[config.mk]
export PLATFORM = sky130hd
export DESIGN_NAME = div_seq_ctrl
export DESIGN_NICKNAME = d
export VERILOG_FILES = /design/src/rtl/div_seq_ctrl.sv
export SDC_FILE = /design/constraint.sdc
export NUM_CORES = 1
export LEC_CHECK = 0
export CORE_ASPECT_RATIO = 1.2
export CORE_UTILIZATION = 58
export DETAILED_ROUTE_END_ITERATION = 10
export PLACE_DENSITY = 0.86
export SLEW_MARGIN = 20
export SYNTH_ARGS = -nofsm -noshare
export SYNTH_HDL_FRONTEND = slang
export SYNTH_SLANG_ARGS = --single-unit
[constraint.sdc]
create_clock -name clk -period 5.7 [get_ports clk]
set_input_delay 1.14 -clock clk [delete_from_list [all_inputs] [get_ports clk]]
set_output_delay 1.14 -clock clk [all_outputs]
set_load 0.01 [all_outputs]
[src/rtl/div_seq_ctrl.sv]
// Sequential 32-bit divider for div/divu.
// Restoring algorithm, one quotient bit per cycle, fixed 32-cycle iteration.
// Signed operands are reduced to magnitudes on acceptance; signs are reapplied on entry to DONE.
module div_seq_ctrl (
    input  logic        clk,
    input  logic        reset,
    input  logic        div_req,
    input  logic        div_signed,
    input  logic [31:0] div_src1,
    input  logic [31:0] div_src2,
    input  logic        flush,
    input  logic        res_ack,
    output logic        div_busy,
    output logic        div_done,
    output logic [31:0] div_quot,
    output logic [31:0] div_rem
);

    localparam logic [1:0] StIdle = 2'd0;
    localparam logic [1:0] StCalc = 2'd1;
    localparam logic [1:0] StDone = 2'd2;

    logic [1:0]  state_q;
    logic [4:0]  cnt_q;
    logic [31:0] dvd_q;     // dividend magnitude, consumed MSB first by shifting left
    logic [31:0] dvs_q;     // divisor magnitude
    logic [31:0] prem_q;    // kept partial remainder; always fits 32 bits
    logic [31:0] quo_q;     // quotient magnitude being assembled
    logic        qsign_q;
    logic        rsign_q;

    logic [31:0] abs1;
    logic [31:0] abs2;
    logic [32:0] shifted;
    logic [33:0] trial;
    logic        trial_ok;
    logic [31:0] prem_nxt;
    logic [31:0] quo_nxt;
    logic [31:0] quot_fix;
    logic [31:0] rem_fix;
    logic        unused_trial;

    // Operand magnitudes; 0x80000000 maps onto itself, which is the correct magnitude.
    always_comb begin
        abs1 = (div_signed && div_src1[31]) ? (~div_src1 + 32'd1) : div_src1;
        abs2 = (div_signed && div_src2[31]) ? (~div_src2 + 32'd1) : div_src2;
    end

    // One restoring step: shift in the next dividend bit, trial-subtract the divisor.
    always_comb begin
        shifted  = {prem_q, dvd_q[31]};
        trial    = {1'b0, shifted} - {2'b00, dvs_q};
        trial_ok = ~trial[33];
        // A kept difference is below the divisor, so bit 32 is always zero when kept.
        prem_nxt = trial_ok ? trial[31:0] : shifted[31:0];
        quo_nxt  = {quo_q[30:0], trial_ok};
        quot_fix = qsign_q ? (~quo_nxt + 32'd1) : quo_nxt;
        rem_fix  = rsign_q ? (~prem_nxt + 32'd1) : prem_nxt;
    end

    assign unused_trial = trial[32];

    // Status flags decode directly from the state register.
    always_comb begin
        div_busy = (state_q != StIdle);
        div_done = (state_q == StDone);
    end

    // Control FSM and datapath registers; flush outranks res_ack and div_req.
    always_ff @(posedge clk) begin
        if (reset) begin
            state_q  <= StIdle;
            cnt_q    <= 5'd0;
            dvd_q    <= 32'd0;
            dvs_q    <= 32'd0;
            prem_q   <= 32'd0;
            quo_q    <= 32'd0;
            qsign_q  <= 1'b0;
            rsign_q  <= 1'b0;
            div_quot <= 32'd0;
            div_rem  <= 32'd0;
        end else if (flush) begin
            state_q <= StIdle;
        end else begin
            case (state_q)
                StIdle: begin
                    if (div_req) begin
                        state_q <= StCalc;
                        cnt_q   <= 5'd0;
                        dvd_q   <= abs1;
                        dvs_q   <= abs2;
                        prem_q  <= 32'd0;
                        quo_q   <= 32'd0;
                        qsign_q <= div_signed & (div_src1[31] ^ div_src2[31]);
                        rsign_q <= div_signed & div_src1[31];
                    end
                end
                StCalc: begin
                    prem_q <= prem_nxt;
                    quo_q  <= quo_nxt;
                    dvd_q  <= {dvd_q[30:0], 1'b0};
                    cnt_q  <= cnt_q + 5'd1;
                    if (cnt_q == 5'd31) begin
                        state_q  <= StDone;
                        div_quot <= quot_fix;
                        div_rem  <= rem_fix;
                    end
                end
                StDone: begin
                    if (res_ack) begin
                        state_q <= StIdle;
                    end
                end
                default: begin
                    state_q <= StIdle;
                end
            endcase
        end
    end

endmodule
==> summary.md, run 1 <==
| Metric | Value |
|---|---|
| Outcome | `complete, no violations` |
| CTS resizes | `0` |
| Router iterations before antenna repair | `6` |
| Cell area after layout | `around 14000 um2` |
| Clk_lat worst skew | `~0.45 ns` |
| Core Area | `21000 um2` |
| Post-synth cell types | `82` |
| Cells after Synth | `around 1600` |
| Global placer's final weighted congestion | `around 0.90` |
| Synth cell count leaders | `239 x nor2_1, 200 x dfxtp_1, 184 x nand2_1` |
| Post-synth EDFFs | `0` |
| Crit Path Max Fanout | `11` |
| Slew headroom | `between 20% and 30%` |
| PortBufs | `approximately 140` |
| Htree depth | `4` |
| Hold Buf Count CTS | `0` |
| Final min period | `between 5 and 6 ns` |
| Max-slew violations | `0` |
| Synthesis Warnings | `0` |
| WP data arrival | `between 5 and 6 ns` |
| Post-CTS Setup Inserts | `0` |
| RSZ-0062 raised after global routing | `false` |
| Seq cells post-synth | `200` |
| Clock Sinks | `200` |
| Pre-CTS setup slack | `between 0.5 and 0.6 ns` |
| Final WS setup | `between 0.4 and 0.5 ns` |
| Cell taking the most area after synthesis | `dfxtp_1` |
| Count leader, synth | `nor2_1` |
| Routed length per instance | `17.3 um` |
| P_leak | `about 5.4 nW` |
| Clock tree buffer depth | `2` |
| Area grow syn2layout | `16.2%` |
| Post-DP HPWL | `approximately 25000 um` |
| Worst path slowest cell | `or4b_1` |
| Crit path kind | `flip-flop to flip-flop` |
| Die ar. | `22000 um2` |
| Initial antenna violation count | `0` |
| Fin. Hold Viols | `0` |
| Fraction of layout cells with a size suffix above 1 | `5.01%` |
| Worst vdd ir | `about 230 uV` |
| Pwr dens | `roughly 230 nW/um2` |
| Cell area after synthesis | `12400 um2` |
| Site row count | `58` |
| Max incr delay on CP | `just over 0.6 ns` |
| Maximum clock frequency | `around 190 MHz` |
| CP Launch Type | `flip-flop` |
| I/O Pins | `136` |
| Synth Area per Inst | `7.66 um2` |
| Critical-path cell list | `inv_1 -> ha_1 -> a21oi_1 -> o21a_1 -> o221ai_2 -> or3_4 -> o21ai_4 -> nand2_2 -> mux2i_1 -> ha_1 -> nand2_1 -> a211oi_1 -> nand3_1 -> a2111oi_2 -> a41oi_1 -> or4b_1 -> nor4_1 -> mux2i_1 -> nand2_1` |
| Hold crit path type | `flip-flop to flip-flop` |
| Kind of end point of the critical path | `flip-flop` |
| Setup TNS | `0 ns` |
| Vias | `approximately 12000` |
| DR iter-0 viols | `roughly 1000` |
| Largest net degree at the start of global routing | `140` |
| Number of CTS-inserted buffers | `17` |
| Total Routing Usage GR | `31.0%` |
| First-pass GRT wire length | `55000 um` |
| Sequential area share after synthesis | `between 30% and 40%` |
| Final setup viols | `0` |
| WP data required | `6.04 ns` |
| Number of global-route vias before repair | `between 10000 and 15000` |
| Clk root buf | `clkbuf_16` |
| Fin nets | `between 1500 and 2000` |
| Die Y | `about 160 um` |
| Clock-pin slew on the worst setup and hold paths | `about 0.08 ns` |
| Worst-margin pin slew | `between 1 and 1.5 ns` |
| CTS tree | `built` |
| Top_reg_cell synth | `dfxtp_1` |
| Max cap viols | `0` |
| Mapped Nets | `roughly 1700` |
| Post-DR vias/cell | `~6.2` |
| Area contributors post-synth | `dfxtp_1 32%, nor2_1 7.2%, nand2_1 5.6%` |
| Ys async rst share | `0%` |
| Gr ovfl total | `0` |
| Final WL | `between 30000 and 40000 um` |
| Period Utilization, post-route | `roughly nine tenths` |
| Filler instances | `1778` |
| Share of the synthesized area in the top cell type | `between 30% and 40%` |
| DRC | `0` |
| Number of antenna repair diodes | `0` |
| Initial Util | `around three fifths` |
| Die width | `136 um` |
| Skew final | `0.0148 ns` |
| ANT nets after route | `0` |
| Post-DP Area | `roughly 14000 um2` |
==> routing by layer <==
| layer | track usage, % | routed length [um] |
|---|---|---|
| met1 | 35.0 | 13600 |
| met2 | 56.2 | 17700 |
| met3 | 3.68 | 1290 |
| met4 | 16.5 | 1520 |
| met5 | 0 | 0 |
==> path summary, 6_finish.rpt <==
kind / start / endpoint / slack [ns] / depth (start not counted)
worst min-delay path: dvs_q[22]$_SDFFE_PP0P_ / dvs_q[22]$_SDFFE_PP0P_ / 0.45 / 2
worst min register to register: dvs_q[22]$_SDFFE_PP0P_ / dvs_q[22]$_SDFFE_PP0P_ / 0.45 / 2
worst max register to register: dvs_q[18]$_SDFFE_PP0P_ / div_rem[30]$_SDFFE_PP0P_ / 0.47 / 19
worst max-delay path: dvs_q[18]$_SDFFE_PP0P_ / div_rem[30]$_SDFFE_PP0P_ / 0.47 / 19
==> state kept, by name, indices dropped and copies added (netlist names), 2 cells and up <==
| register | flops |
|---|---|
| quo_q | 31 |
| cnt_q | 5 |
| prem_q | 32 |
| div_quot | 32 |
| dvd_q | 32 |
| dvs_q | 32 |
| div_rem | 32 |
| state_q | 2 |
==> worst max-delay path: cells and delay by family (launching register included) <==
kind	cells	cell delay (ns)
compound gates	7	1.74
fa+ha+maj	2	0.67
buf+inv	1	0.04
flops	1	0.33
mux	2	0.52
simple gates	7	1.80
==> cells in the final DEF (no fill, tap or decap), drive strengths merged, types with 19 or more instances in the layout <==
| cell type | instances |
|---|---|
| nor2 | 239 |
| dfxtp | 200 |
| nand2 | 185 |
| clkdlybuf4s50 | 134 |
| a21oi | 113 |
| a211oi | 71 |
| o21ai | 70 |
| a22oi | 69 |
| xor2 | 64 |
| inv | 61 |
| xnor2 | 57 |
| nor3 | 44 |
| ha | 38 |
| or3 | 32 |
| nor4 | 24 |
| o31ai | 19 |
==> final cells by class <==
type	count	area, um2	area share [%]
Tap cell	270	338	2.34
Inverter	53	199	1.38
Clock inverter	15	185	1.28
Timing Repair Buffer	147	1440	9.99
Clock buffer	17	425	2.95
Multi-Input combinational cell	1266	7840	54.3
Sequential cell	200	4000	27.7
==> logic make-up (layout without fill, tap and decap cells) <==
family / count (synthesis) / after routing / share of synthesized area (%)
and+or+nand+nor: 624 / 624 / 22.8
adders and majority gates: 39 / 39 / 3.99
buffers and inverters: 156 / 232 / 4.85
DFF: 200 / 200 / 32.2
muxes: 26 / 26 / 2.21
AOI/OAI and AO/OA: 456 / 456 / 25.4
xor gates and xnor gates: 121 / 121 / 8.53
==> report_power, final <==
part / internal, mW / switching (mW) / leakage (nW)
Sequential: 1.43 / 0.0175 / 1.62
Combinational: 0.223 / 0.360 / 3.46
Clock: 0.606 / 0.651 / 0.299
==> through the flow <==
stage	hold WS (ns)	cells	power [mW]	util, %
after detailed placement	0.444	1936	2.05	65.9
after global placement	0.440	1936	2.04	65.9
after floorplan	0.432	1622	1.88	-
after CTS	0.457	1968	3.29	68.8
final	0.454	1968	3.28	68.8
after global routing	0.469	1968	3.42	68.8
(Power assumes the default switching activity.)
==> inputs of run 2 (changes only) <==
--- a/config.mk
+++ b/config.mk
@@ -10,2 +10,3 @@
 export DETAILED_ROUTE_END_ITERATION = 10
+export GPL_TIMING_DRIVEN = 1
 export PLACE_DENSITY = 0.86
==> constraint.sdc (replaced) <==
create_clock -name clk -period 5.7 [get_ports clk]
set_input_delay 0.855 -clock clk [delete_from_list [all_inputs] [get_ports clk]]
set_output_delay 0.855 -clock clk [all_outputs]
set_load 0.01 [all_outputs]
==> summary.md, run 2 (same netlist as run 1, synthesis figures left out) <==
| Metric | Value |
|---|---|
| Outcome | `complete, no violations` |
| Clk root buf | `clkbuf_16` |
| Max cap viols | `0` |
| DRC | `0` |
| Filler instances | `between 1500 and 2000` |
| Most common cell after layout, fill and taps aside | `nor2_1` |
| Kind of end point of the critical path | `flip-flop` |
| Slew headroom | `31.9%` |
| Final setup viols | `0` |
| CTS resizes | `0` |
| ANT nets after route | `0` |
| Clock tree buffer depth | `2` |
| RSZ-0062 raised after global routing | `false` |
| Number of global-route vias before repair | `roughly 12000` |
| Pwr dens | `around 230 nW/um2` |
| Setup TNS | `0 ns` |
| Vias | `between 10000 and 15000` |
| PortBufs | `between 100 and 150` |
| Maximum clock frequency | `around 190 MHz` |
| Post-layout util | `around 70%` |
| Final WL | `between 30000 and 40000 um` |
| Post-DP HPWL | `24900 um` |
| Period Utilization, post-route | `between 90% and 100%` |
| Core Area | `21000 um2` |
| Leading cell types in the layout, fill and taps excluded | `238 x nor2_1, 200 x dfxtp_1, 184 x nand2_1` |
| WP data arrival | `approximately 5.6 ns` |
| Largest net degree at the start of global routing | `114` |
| Hold crit path type | `flip-flop to flip-flop` |
| Routed length per instance | `17.8 um` |
| Post-DR vias/cell | `around 6.3` |
| Area used by multi-input combinational logic | `7840 um2` |
| First-pass GRT wire length | `57500 um` |
| Total Routing Usage GR | `32.5%` |
| Skew final | `between 0.015 and 0.02 ns` |
| Fin nets | `around 1800` |
| Power Total | `about 3.3 mW` |
| Area grow syn2layout | `16.8%` |
| Clock Sinks | `200` |
| Router iterations before antenna repair | `7` |
| DR iter-0 viols | `~1100` |
| Clk_lat worst skew | `roughly 0.45 ns` |
| Initial antenna violation count | `0` |
| Global placer's final weighted congestion | `0.941` |
| Crit Path Max Fanout | `11` |
| Final min period | `~5.2 ns` |
| Max-slew violations | `0` |
| Worst-margin pin slew | `between 1 and 1.5 ns` |
| Crit path kind | `flip-flop to flip-flop` |
| Clock-pin slew on the worst setup and hold paths | `approximately 0.090 ns` |
| Worst vdd ir | `about 190 uV` |
| Htree depth | `4` |
| Die width | `between 100 and 150 um` |
| P_leak | `about 5.4 nW` |
| Seq. cell area | `between 4000 and 5000 um2` |
| CTS tree | `built` |
| Die Y | `approximately 160 um` |
| Die ar. | `approximately 22000 um2` |
| Fraction of layout cells with a size suffix above 1 | `5.17%` |
| Site row count | `between 50 and 60` |
| Initial Util | `around three fifths` |
| Number of antenna repair diodes | `0` |
| Gr ovfl total | `0` |
| CP Launch Type | `flip-flop` |
| Fin. Hold Viols | `0` |
| Number of CTS-inserted buffers | `17` |
| I/O Pins | `~140` |
| WP data required | `about 6.1 ns` |
## run 2: area by class of cell
cell class	count	area share, %
Tap cell	270	2.33
Clock inverter	15	1.56
Clock buffer	17	2.93
Multi-Input combinational cell	1266	54.0
Inverter	53	1.37
Timing Repair Buffer	150	10.2
Sequential cell	200	27.6
## run 2: through the flow
step | std cells | setup WS, ns | area, um2 | hold slack, ns
finish | 1971 | 0.498 | 14500 | 0.452
global route | 1971 | 0.133 | 14500 | 0.473
CTS | 1969 | 0.444 | 14500 | 0.456
detailed placement | 1937 | 0.450 | 13800 | 0.444
global placement | 1937 | 0.599 | 13800 | 0.442
floorplan | 1622 | 0.490 | 12400 | 0.432
## run 2: final timing paths
kind / cells past startpoint / slack (ns) / start / endpoint
worst max-delay path: 19 / 0.50 / dvs_q[18]$_SDFFE_PP0P_ / div_rem[30]$_SDFFE_PP0P_
worst min-delay path: 2 / 0.45 / div_rem[9]$_SDFFE_PP0P_ / div_rem[9]$_SDFFE_PP0P_
worst max register to register: 19 / 0.50 / dvs_q[18]$_SDFFE_PP0P_ / div_rem[30]$_SDFFE_PP0P_
worst min register to register: 2 / 0.45 / div_rem[9]$_SDFFE_PP0P_ / div_rem[9]$_SDFFE_PP0P_
## run 2: layer usage
metal	up-vias	wire (um)	global-route usage, %
met5	-	0	0
met4	0	1950	19.9
met3	136	1730	4.90
met2	442	17800	57.4
met1	5900	13500	36.3
li1	5980	-	-
## run 2: critical path, stage by stage (launching register included)
cell       delay (ns)
dfxtp_1          0.33
inv_1            0.04
ha_1             0.42
a21oi_1          0.23
o21a_1           0.19
o221ai_2         0.16
or3_4            0.45
o21ai_4          0.25
nand2_2          0.18
mux2i_1          0.30
ha_1             0.25
nand2_1          0.07
a211oi_1         0.32
nand3_1          0.18
a2111oi_2        0.32
a41oi_1          0.22
or4b_1           0.63
nor4_1           0.26
mux2i_1          0.23
nand2_1          0.06
## run 2: timing repair
| action | in CTS | in global routing |
|---|---|---|
| hold endpoints to repair | 0 | 0 |
| hold buffers | 0 | 0 |
| setup endpoints to repair | 0 | 1 |
| buffers inserted | 0 | 2 |
## run 2: power breakdown
part / leakage, nW / switching [mW] / internal (mW)
registers: 1.62 / 0.0173 / 1.43
clock network: 0.313 / 0.677 / 0.624
logic: 3.48 / 0.364 / 0.225
